`config.mk`:
```
export PLATFORM = sky130hd
export DESIGN_NAME = reset_sequencer
export DESIGN_NICKNAME = d
export VERILOG_FILES = /design/src/rtl/reset_sequencer.sv
export SDC_FILE = /design/constraint.sdc
export NUM_CORES = 1
export LEC_CHECK = 0
export BUFFER_PORTS_ARGS = -buffer_cell sky130_fd_sc_hd__buf_4
export CELL_PAD_IN_SITES_DETAIL_PLACEMENT = 0
export CELL_PAD_IN_SITES_GLOBAL_PLACEMENT = 1
export CORE_MARGIN = 2
export CORE_UTILIZATION = 41
export DETAILED_ROUTE_END_ITERATION = 7
export GPL_ROUTABILITY_DRIVEN = 1
export HOLD_SLACK_MARGIN = 0.15
export PLACE_DENSITY = 0.78
export SYNTH_ARGS = -nofsm -noshare
export SYNTH_HDL_FRONTEND = slang
export SYNTH_SLANG_ARGS = --single-unit
export TNS_END_PERCENT = 5
```
`constraint.sdc`:
```
create_clock -name CLK -period 2.2 [get_ports CLK]
set_input_delay 0.33 -clock CLK [delete_from_list [all_inputs] [get_ports CLK]]
set_output_delay 0.33 -clock CLK [all_outputs]
set_load 0.005 [all_outputs]
```
`src/rtl/reset_sequencer.sv`:
```
// Power-on / brown-out reset supervisor: synchronises PWR_GOOD, debounces it, then
// releases NUM_CH active-low reset domains in index order, STAGE_DELAY cycles apart.
module reset_sequencer #(
    parameter int NUM_CH      = 4,
    parameter int DEBOUNCE    = 16,
    parameter int STAGE_DELAY = 8,
    parameter int SYNC_STAGES = 2
) (
    input  logic                         CLK,
    input  logic                         RESET_N,
    input  logic                         PWR_GOOD,
    input  logic                         SW_RST,
    output logic [NUM_CH-1:0]            RST_N_OUT,
    output logic                         READY,
    output logic [$clog2(NUM_CH+1)-1:0]  STAGE,
    output logic [7:0]                   EVT_CNT
);

    localparam int SW   = $clog2(NUM_CH + 1);
    localparam int CMAX = (DEBOUNCE > STAGE_DELAY) ? DEBOUNCE : STAGE_DELAY;
    localparam int CW   = $clog2(CMAX + 1);

    localparam logic [1:0] S_HOLD = 2'd0;
    localparam logic [1:0] S_DEB  = 2'd1;
    localparam logic [1:0] S_REL  = 2'd2;
    localparam logic [1:0] S_RUN  = 2'd3;

    logic [SYNC_STAGES-1:0] sync;
    logic                   pg_s;
    logic [1:0]             state;
    logic [CW-1:0]          cnt;

    assign pg_s = sync[SYNC_STAGES-1];

    always_ff @(posedge CLK) begin
        if (!RESET_N) begin
            sync      <= '0;
            state     <= S_HOLD;
            cnt       <= '0;
            RST_N_OUT <= '0;
            READY     <= 1'b0;
            STAGE     <= '0;
            EVT_CNT   <= '0;
        end else begin
            sync <= {sync[SYNC_STAGES-2:0], PWR_GOOD};
            case (state)
                S_HOLD: begin
                    RST_N_OUT <= '0;
                    READY     <= 1'b0;
                    STAGE     <= '0;
                    cnt       <= '0;
                    if (pg_s && !SW_RST) state <= S_DEB;
                end
                S_DEB: begin
                    if (!pg_s || SW_RST) begin
                        state <= S_HOLD;
                        cnt   <= '0;
                    end else if (cnt == CW'(DEBOUNCE - 1)) begin
                        cnt          <= '0;
                        RST_N_OUT[0] <= 1'b1;
                        STAGE        <= SW'(1);
                        // A single domain is fully released on debounce exit
                        if (NUM_CH == 1) begin
                            READY <= 1'b1;
                            state <= S_RUN;
                        end else begin
                            state <= S_REL;
                        end
                    end else begin
                        cnt <= cnt + CW'(1);
                    end
                end
                S_REL, S_RUN: begin
                    if (!pg_s || SW_RST) begin
                        // Supply loss wins over a simultaneous software request
                        state     <= S_HOLD;
                        cnt       <= '0;
                        RST_N_OUT <= '0;
                        READY     <= 1'b0;
                        STAGE     <= '0;
                        if (!pg_s && EVT_CNT != 8'hFF) EVT_CNT <= EVT_CNT + 8'd1;
                    end else if (state == S_REL) begin
                        if (cnt == CW'(STAGE_DELAY - 1)) begin
                            cnt   <= '0;
                            STAGE <= STAGE + SW'(1);
                            for (int i = 0; i < NUM_CH; i++)
                                if (SW'(i) == STAGE) RST_N_OUT[i] <= 1'b1;
                            if (STAGE == SW'(NUM_CH - 1)) begin
                                READY <= 1'b1;
                                state <= S_RUN;
                            end
                        end else begin
                            cnt <= cnt + CW'(1);
                        end
                    end
                end
                default: state <= S_HOLD;
            endcase
        end
    end

endmodule

```
Word level (Yosys, flattened, before mapping):

Index checks and enable logic that the tools add are counted.

* register bits after elaboration: 25
* input bits: 4
* output and inout port bits: 16

* add/subtract/negate cells: 3
* equal/unequal tests: 21
* multiplexer cells: 36
* reductions and logical operators: 17

Operators by type and width (count)
* $mux 5: 5
* $ne 3x3->1 const B: 8
* $reduce_and 4->1: 5
* $mux 3: 5
* $pmux 5 s3: 1
* $mux 2: 7
* $mux 4: 3
* $mux 1: 10
* $reduce_and 5->1: 2
* $pmux 3 s3: 1
* $add 8x1->8 const B: 1
* $ne 8x8->1 const B: 1
* $eq 2x3->1 const A: 2
* $ne 2x2->1 const B: 3
* $pmux 2 s3: 1
* $pmux 3 s2: 1
* $add 5x1->5 const B: 1
* $eq 5x3->1 const B: 1
* $eq 5x4->1 const B: 1
* $eq 2x2->1 const B: 2
* $add 3x1->3 const B: 1
* $eq 1x3->1 const A: 1
* $eq 3x2->1 const B: 1
* $logic_not 3->1: 1
* other kinds (10): 12

Depth between registers and ports, before layout:

* depth after elaboration: 6
* mapped depth: 8
* mapped depth without buffers: 8

Least setup slack after synthesis:

No wires, ideal clock.

* path kind: register -> register
* start point: reg cnt[0]
* end point: reg cnt[3]
* library setup time: 0.074 ns
* arrival time: 1.515 ns
* slack: 0.611 ns
* cell stages (with the launch flop): 9
* buffers on the path: 0
* cell sequence: dfxtp_1 -> ha_1 -> nand3_1 -> inv_1 -> ha_1 -> nand4bb_1 -> o22ai_1 -> nand3_1 -> a31oi_1

* word-level cells in the longest chain between the ends: 5
* elaborated cells between the ends (all ways): 9
* those cells by class: add/sub (1); eq/ne (2); mux (6)

Ends and longest elaborated chain
* start, declared: line 31 `logic [CW-1:0] cnt;`
* start signal, assigned: line 70 `cnt <= cnt + CW'(1);`
* start signal, assigned: line 93 `cnt <= cnt + CW'(1);`
* $add 5x1->5 or $eq 5x3->1 (tied branches): line 70, 93, 83
* $mux 5: line 83 `if (cnt == CW'(STAGE_DELAY - 1)) begin`
* $mux 5: line 82 `end else if (state == S_REL) begin`
* $mux 5: line 74 `if (!pg_s || SW_RST) begin`
* $pmux 5 s3 *: line 46 `case (state)`

Mark *: on every way between the ends. The rest lies on a longest branch, timed or not. The select of a mux whose other input is x is not followed.
A chain may end at the register's enable or synchronous reset.

Final worst setup path:

Same ends and word-level chain as after synthesis.

==> impl_metrics.json <==
{
  "drcViolationCount": 1,
  "required_ps": 2460,
  "cp-end-kind": "flip-flop",
  "r2r-end": "cnt[3]",
  "violations": "DRC",
  "rows": 19,
  "sw_frac_of_total_pct": 20.0,
  "die_w_microns": 58.7,
  "synth_enable_flop_cells": 0,
  "gp_congestion": 0.755,
  "nFillCells": 269,
  "crit_start": "cnt[0]",
  "clock_power_share_pct": 41.6,
  "clkSinkCount": 24,
  "worst_pin_slew_ps": 433,
  "wl_per_cell_microns": 13.8,
  "cpMaxStageDelayCell": "dfxtp_1",
  "cp-endpoint": "cnt[3]",
  "syn_avg_cell_area_sq_um": 9.15,
  "dieArea_sq_um": 3440,
  "h-tree-depth": 1,
  "max-slew-margin-rel_pct": 71.1,
  "finalCriticalPeriod_ps": 1800,
  "skew_ps": 4.40,
  "design_area_sq_um": 1450,
  "rrSetupSlack_ps": 400,
  "rsz0062_at_grt": "no",
  "synthArstFlopShare_pct": 0,
  "cp_cell_sequence": "ha_1 > nand3_1 > inv_1 > ha_1 > nand4bb_1 > o22ai_1 > nand3_1 > a31oi_1",
  "cts_setup_buffers": 0,
  "cts_resized": 0,
  "coreArea_sq_um": 2810,
  "cts_tree": "done",
  "ctsHoldBuffers": 0,
  "viasPerCell": 5.59,
  "clk_pin_slew_ps": 140,
  "wl_mm": 2.56,
  "ff2ff_path_depth": 8,
  "max-vdd-ir-drop_v": 0.000302,
  "synth-main-ff-cell": "dfxtp_1",
  "synthesis.area_sq_um": 1230,
  "synthCells": 134,
  "synth-seq-area-share_pct": 39.2,
  "cts_buffers": 3,
  "drt_pre_antenna_iters": 6,
  "power.density_nw_per_um2": 544,
  "cellInternalPower_mw": 0.631,
  "seq_area_sq_um": 480,
  "drtAntennaViolNets": 0,
  "diodes": 0,
  "antenna_found_initial": 0,
  "pwr-share-comb_pct": 2.6,
  "grt_pass1_wl_mm": 4.11,
  "nets": 168,
  "place_area_sq_um": 1400,
  "io_buffer_count": 19,
  "synth_fp_nets": 147,
  "arrival_ps": 2060,
  "outcome": "finished with violations",
  "maxSlewViolCount": 0,
  "ys_warn_count": 0,
  "io-pin-count": 20,
  "cp_num_cells": 8,
  "finalHoldViolCount": 0,
  "critical_path.max_stage_delay_ps": 360,
  "maxCapViolCount": 0,
  "drive_above_1_share_pct": 18.8,
  "fin_tns_setup_ps": 0,
  "finalSetupViolCount": 0,
  "synth_cell_type_count": 43,
  "crit_path_max_fanout": 4,
  "critical_path_class": "flip-flop to flip-flop",
  "path_delay_family": "compound AO/OA/AOI/OAI gates",
  "grt_usage_pct": 16.0,
  "critPathLaunchType": "flip-flop",
  "netSwitchingPower_mw": 0.158,
  "fp.dieH_microns": 58.7,
  "dp_hpwl_mm": 1.89,
  "vias": 1034,
  "p_leak_nw": 0.585,
  "max_freq_ghz": 0.555,
  "cts_root_buffer": "clkbuf_4",
  "p_seq_share_pct": 55.8,
  "grt_pass1_vias": 915,
  "multi_input_area_sq_um": 684,
  "initial_utilization_pct": 43.7,
  "cts_max_path_buffers": 2,
  "overflow": 0,
  "min_path_type": "input port to flip-flop",
  "ys_ff_latch": 24,
  "path_buf_inv": 1,
  "period_share_pct": 81.9,
  "grt_max_degree": 15,
  "clock_latency_ps": 320,
  "r2r-start": "cnt[0]",
  "area_delta_synth_final_pct": 18.4,
  "drt_iter0_markers": 26
}
## Yosys cell counts, types with 3 or more instances
| cell type | number | area (sq um) |
|---|---|---|
| nand3_1 | 8 | 40.0 |
| dfxtp_1 | 24 | 480 |
| inv_1 | 8 | 30.0 |
| nor2_1 | 11 | 41.3 |
| a21oi_1 | 10 | 50.1 |
| a22o_1 | 3 | 26.3 |
| nand4_1 | 3 | 18.8 |
| clkbuf_1 | 3 | 11.3 |
| o31ai_1 | 5 | 37.5 |
| nor3_1 | 3 | 15.0 |
| ha_1 | 9 | 113 |
| nand2_1 | 5 | 18.8 |
## how the worst min path moves through the flow
stage | start | to | cells after the start
after floorplan | sync[0] | sync[1] | 1
after global placement | sync[0] | sync[1] | 1
after detailed placement | sync[0] | sync[1] | 1
after CTS | PWR_GOOD | sync[0] | 2
after global routing | PWR_GOOD | sync[0] | 2
final | PWR_GOOD | sync[0] | 2
## power groups by stage
stage,clock [mW],sequential [mW],combinational (mW)
global placement,0,0.449,0.0207
CTS,0.333,0.440,0.0209
floorplan,0,0.448,0.0122
finish,0.328,0.440,0.0208
detailed placement,0,0.449,0.0209
global route,0.352,0.441,0.0230
## area by class of cell
type	count	share of cell area (%)
tap	31	2.67
clock buffer	3	1.55
sequential	24	33.1
multi-input combinational	96	47.2
clock inverter	1	2.07
timing repair buffer	22	11.4
inverter	8	2.07
## registers in the layout, summed over array words and instances, names as in the netlist
name / flops
EVT_CNT: 8
cnt: 5
STAGE: 3
state: 2
sync: 2
RST_N_OUT: 4
## cell families (layout without fill, tap and decap cells)
logic type	count (synthesis)	in the layout	share of synthesized area, %
AO/OA/AOI/OAI	32	32	18.0
AND/OR/NAND/NOR	50	50	24.9
XOR/XNOR	3	3	2.14
flip-flops	24	24	39.2
adder cells (fa/ha/maj)	9	9	9.18
multiplexers	2	2	1.63
buffers and inverters	14	34	5.00
## through the flow
stage               cells  hold slack (ps)  worst slack (ps)  power, mW  util [%]
floorplan             134              412               611      0.461         -
global placement      181              413               517      0.470      49.9
detailed placement    181              419               429      0.470      49.9
CTS                   185              197               386      0.794      51.7
global route          185              185               238      0.816      51.7
finish                185              202               399      0.789      51.7
## metal layers
layer | share of wire, % | track usage (%) | vias up
li1 | - | - | 527
met1 | 49 | 19.6 | 483
met2 | 47 | 26.5 | 20
met3 | 3.0 | 2.64 | 4
met4 | 1.2 | 9.42 | 0
met5 | 0 | 0 | -
## cell usage in the layout, fill, tap and decap left out, types with 2 or more instances in the layout
cell / count
buf_4: 22
ha_1: 9
nand2b_1: 2
nand4bb_1: 2
o21a_1: 2
and2_1: 2
nand4_1: 3
xor2_1: 2
a21oi_1: 10
a22o_1: 3
a31oi_1: 2
a211oi_1: 2
nand2_1: 5
clkbuf_4: 3
mux2i_1: 2
nor3_1: 3
nor2_1: 11
or4_1: 2
inv_1: 8
nand3_1: 8
o31ai_1: 5
nand3b_1: 2
dfxtp_1: 24
Power figures use the tool's default switching activity.
